`src/rtl/dram_pkg.sv`:
```
// Shared definitions for the timed DRAM device model.
// Latency: n/a (types and constants only).
// Backpressure: n/a.
package dram_pkg;

    // Command codes as {cs_n, ras_n, cas_n, we_n}
    localparam logic [3:0] CMD_NOP = 4'b0111;
    localparam logic [3:0] CMD_PRE = 4'b0010;
    localparam logic [3:0] CMD_ACT = 4'b0011;
    localparam logic [3:0] CMD_RD  = 4'b0101;
    localparam logic [3:0] CMD_WR  = 4'b0100;
    localparam logic [3:0] CMD_REF = 4'b0001;

    typedef enum logic {
        BANK_IDLE   = 1'b0,
        BANK_ACTIVE = 1'b1
    } bank_state_t;

    typedef enum logic {
        S_IDLE = 1'b0,
        S_REF  = 1'b1
    } seq_state_t;

    function automatic int max(input int a, input int b);
        return (a > b) ? a : b;
    endfunction

endpackage

```
`src/rtl/dram_bank_ctrl.sv`:
```
// Per-bank state: IDLE/ACTIVE, open row and the ACT/PRE spacing timer.
// Latency: legality outputs are combinational from registered state.
// Backpressure: none; timer freezes while dram_clk_en is low.
// Ports: do_act/do_pre are accepted-command strobes from the decoder;
//        ok_act/ok_rdwr tell the decoder whether ACT or RD/WR is legal now.
module dram_bank_ctrl
    import dram_pkg::*;
#(
    parameter int ROW_WIDTH = 7,
    parameter int T_RCD     = 2,
    parameter int T_RP      = 2
) (
    input  logic                 dram_clk,
    input  logic                 dram_rst_n,
    input  logic                 dram_clk_en,
    input  logic                 do_act,
    input  logic                 do_pre,
    input  logic [ROW_WIDTH-1:0] act_row,
    output logic                 ok_act,
    output logic                 ok_rdwr,
    output logic                 bank_active,
    output logic [ROW_WIDTH-1:0] open_row
);

    localparam int TMR_W = $clog2(max(T_RCD, T_RP) + 1);

    bank_state_t      state;
    logic [TMR_W-1:0] timer;

    // Timer is loaded with T-1 so that a command sampled exactly T edges
    // after ACT/PRE sees it at zero.
    always_ff @(posedge dram_clk or negedge dram_rst_n) begin
        if (!dram_rst_n) begin
            state    <= BANK_IDLE;
            timer    <= '0;
            open_row <= '0;
        end else if (do_act) begin
            state    <= BANK_ACTIVE;
            open_row <= act_row;
            timer    <= TMR_W'(T_RCD - 1);
        end else if (do_pre) begin
            state    <= BANK_IDLE;
            timer    <= TMR_W'(T_RP - 1);
        end else if (dram_clk_en && (timer != '0)) begin
            timer    <= timer - 1'b1;
        end
    end

    assign bank_active = (state == BANK_ACTIVE);
    assign ok_act      = (state == BANK_IDLE)   && (timer == '0);
    assign ok_rdwr     = (state == BANK_ACTIVE) && (timer == '0);

endmodule

```
`config.mk`:
```
export PLATFORM = sky130hd
export DESIGN_NAME = dram_bank_ctrl
export DESIGN_NICKNAME = d
export VERILOG_FILES = /design/src/rtl/dram_pkg.sv /design/src/rtl/dram_bank_ctrl.sv
export SDC_FILE = /design/constraint.sdc
export NUM_CORES = 1
export LEC_CHECK = 0
export CAP_MARGIN = 20
export CORE_AREA = 4 4 41 43
export CTS_CLUSTER_DIAMETER = 150
export DETAILED_ROUTE_END_ITERATION = 8
export DIE_AREA = 0 0 45 47
export HOLD_SLACK_MARGIN = 0.05
export PLACE_DENSITY_LB_ADDON = 0.2
export SLEW_MARGIN = 20
export SYNTH_ARGS = -nofsm -noshare
export SYNTH_HDL_FRONTEND = slang
export SYNTH_SLANG_ARGS = --single-unit
```
`constraint.sdc`:
```
create_clock -name dram_clk -period 1.9 [get_ports dram_clk]
set_clock_uncertainty 0.1 [all_clocks]
set_input_delay 0.19 -clock dram_clk [delete_from_list [all_inputs] [get_ports dram_clk]]
set_output_delay 0.19 -clock dram_clk [all_outputs]
set_load 0.02 [all_outputs]
```
==> flow_metrics.env, run 1 <==
export IMPL_status="finished, final reports clean"
export IMPL_fin_area_sq_um=690.7
export IMPL_grt_overflow_total=0
export IMPL_setup_viol=0
export IMPL_rsz0062_at_grt="false"
export IMPL_start_util_pct=33.27
export IMPL_crit_fanout=3
export IMPL_synth_top_cell_by_area="dfrtp_1"
export IMPL_max_freq_mhz=592.7
export IMPL_path_cells="inv_1 -> ha_1 -> and2_2 -> dlygate4sd2_1"
export IMPL_cts_tree="yes"
export IMPL_hold_viol_final=0
export IMPL_routabilityCongestion=0.6897
export IMPL_pin_count=22
export IMPL_cts_setup_buffers=0
export IMPL_area_growth_pct=59.54
export IMPL_synthSimpleGateAreaFrac_pct=10.12
export IMPL_grt_pass1_vias=327
export IMPL_slowest_stage="dfrtp_1"
export IMPL_ir_worst_vdd_mv=0.4661
export IMPL_netlist_instances=30
export IMPL_synth_xor_area_share_pct=2.023
export IMPL_row_count=13
export IMPL_drive_gt1_share_pct=14.81
export IMPL_final_cell_mix="clkdlybuf4s50_1 (19), dfrtp_1 (10), mux2_1 (7)"
export IMPL_drc=0
export IMPL_wire_per_inst_um=12.74
export IMPL_dieHeight_um=47
export IMPL_nNetsFinal=68
export IMPL_synth_area_sq_um=432.9
export IMPL_grt_antenna_before_repair=0
export IMPL_worstSetupEndpointType="output pin"
export IMPL_maxSlewViolCount=0
export IMPL_port_buffers=21
export IMPL_core_sq_um=1301
export IMPL_power_leakage_nw=0.3074
export IMPL_cts_root_buf="clkbuf_4"
export IMPL_hpwl_um=740.5
export IMPL_grt_max_degree=11
export IMPL_setup_slack_ps=212.8
export IMPL_p_per_area_nw_per_um2=791.7
export IMPL_diodes=0
export IMPL_synth_mux_area_share_pct=21.68
export IMPL_clock_sinks=10
export IMPL_place_ws_ps=211.4
export IMPL_postRouteAntennaNets=0
export IMPL_cp_data_arrival_time_ps=1400
export IMPL_synth_seq_area_share_pct=57.80
export IMPL_synth_top_family_by_area="multiplexers"
export IMPL_synth_adder_area_share_pct=2.890
export IMPL_maxCapViolations=0
export IMPL_num_vias=308
export IMPL_worst_slew_pin_slew_ps=439.4
export IMPL_fin_crit_ps=1687
export IMPL_layout_commonest_cell="clkdlybuf4s50_1"
export IMPL_cp_start_kind="flip-flop"
export IMPL_fillers=128
export IMPL_relSlewSlack_pct=70.61
export IMPL_synth_warnings=0
export IMPL_synth_area_leaders="dfrtp_1 (58%), mux2_1 (18%), mux2_4 (3.5%), nand2b_4 (3.2%), ha_1 (2.9%)"
export IMPL_min_path_type="input pin to async pin"
export IMPL_wirelength_um=879
export IMPL_ys_ff_latch=10
export IMPL_synth_compound_area_share_pct=1.734
export IMPL_cts_clk_slew_worst_paths_ps=70
export IMPL_drtIter0Drc=2
export IMPL_htreeDepth=1
export IMPL_worstSetupPathType="flip-flop to output pin"
export IMPL_power_w=0.0005468
export IMPL_ys_types=13
export IMPL_synth_nets=43
export IMPL_clockBufferDepth=2
export IMPL_synth_top_area_share_pct=57.80
export IMPL_chipWidth_um=45
export IMPL_clk_latency_ps=260
export IMPL_detail_route_vias_per_cell=4.464
export IMPL_grt_pass1_wl_um=1518
export IMPL_fin_crit_sh_pct=88.80
export IMPL_post_synth_cell_area_avg_sq_um=14.43
export IMPL_die_area_sq_um=2115
export IMPL_grt_total_usage_pct=10.32
export IMPL_postPlaceCellArea_sq_um=656.9
export IMPL_cts_buffers=3
export IMPL_first_pass_iters=2
export IMPL_setup_tns_ps=0
export IMPL_max_stage_delay_ps=370
export IMPL_holdWs_ps=135.7
export IMPL_critPathRequiredTime_ps=1610
what timing repair did:
action,CTS,global route
resized for setup,2,0
endpoints found under the setup margin,2,0
hold buffers,0,0
metrics by stage:
stage	utilization, %	instances
floorplan	-	30
global placement	50.48	65
detailed placement	50.48	65
CTS	53.08	69
global route	53.08	69
finish	53.08	69
layout make-up:
class | instances | area, sq um | area share (%)
sequential | 10 | 250.2 | 36.23
timing repair buffer | 21 | 207.7 | 30.07
multi-input combinational | 16 | 166.4 | 24.09
clock buffer | 4 | 36.28 | 5.254
tap | 15 | 18.77 | 2.717
inverter | 3 | 11.26 | 1.630
worst max-delay path: cells and delay by family, from the launching register on:
kind / cells / cell delay (ps)
buf+inv: 2 / 370
flops: 1 / 370
simple gates: 1 / 190
fa+ha+maj: 1 / 220
synth_stat cells (all sizes together):
cell    count
nand2b      1
inv         3
and2        1
mux2        8
buf         1
dfrtp      10
nor2b       1
a21o        1
ha          1
xnor2       1
nor3        1
or3         1
state kept, by name, summed over array words and instances, names as in the netlist:
register     count
bank_active      1
timer            2
open_row         7
logic make-up (layout without fill, tap and decap cells):
group,count (synthesis),in the layout
flops,10,10
mux,8,8
simple gates,5,5
buf+inv,4,28
fa+ha+maj,1,1
compound gates,1,1
xor+xnor,1,1
worst paths after layout:
kind	startpoint	end	slack [ps]	cells after the start
max reg2reg	timer[0]	timer[0]	460	5
min	dram_rst_n	open_row[0]	140	1
max in group asynchronous	dram_rst_n	open_row[4]	1260	1
max	timer[0]	ok_rdwr	210	4
min in group dram_clk	open_row[1]	open_row[1]	380	1
min reg2reg	open_row[1]	open_row[1]	380	1
where the power goes:
| part | total [W] | internal (W) | switching (W) | leakage (nW) |
|---|---|---|---|---|
| Combinational | 0.000118 | 0.0000672 | 0.0000506 | 0.170 |
| Clock | 0.000189 | 0.000116 | 0.0000729 | 0.0210 |
| Sequential | 0.000240 | 0.000231 | 0.00000911 | 0.116 |
| Total | 0.000547 | 0.000414 | 0.000133 | 0.307 |
layer usage:
layer / global-route usage, % / wire length [um]
met1: 11.32 / 320
met2: 16.95 / 465
met3: 3.448 / 94
met4: 7.018 / 0
met5: 0 / 0
Note: power is estimated with default switching activity, not from simulation.
==> run 2: changes to the inputs <==
Settings changed: CAP_MARGIN 20 to unset.
==> results of run 2 <==
No change in the layout: final DEF, timing and power equal those of run 1.
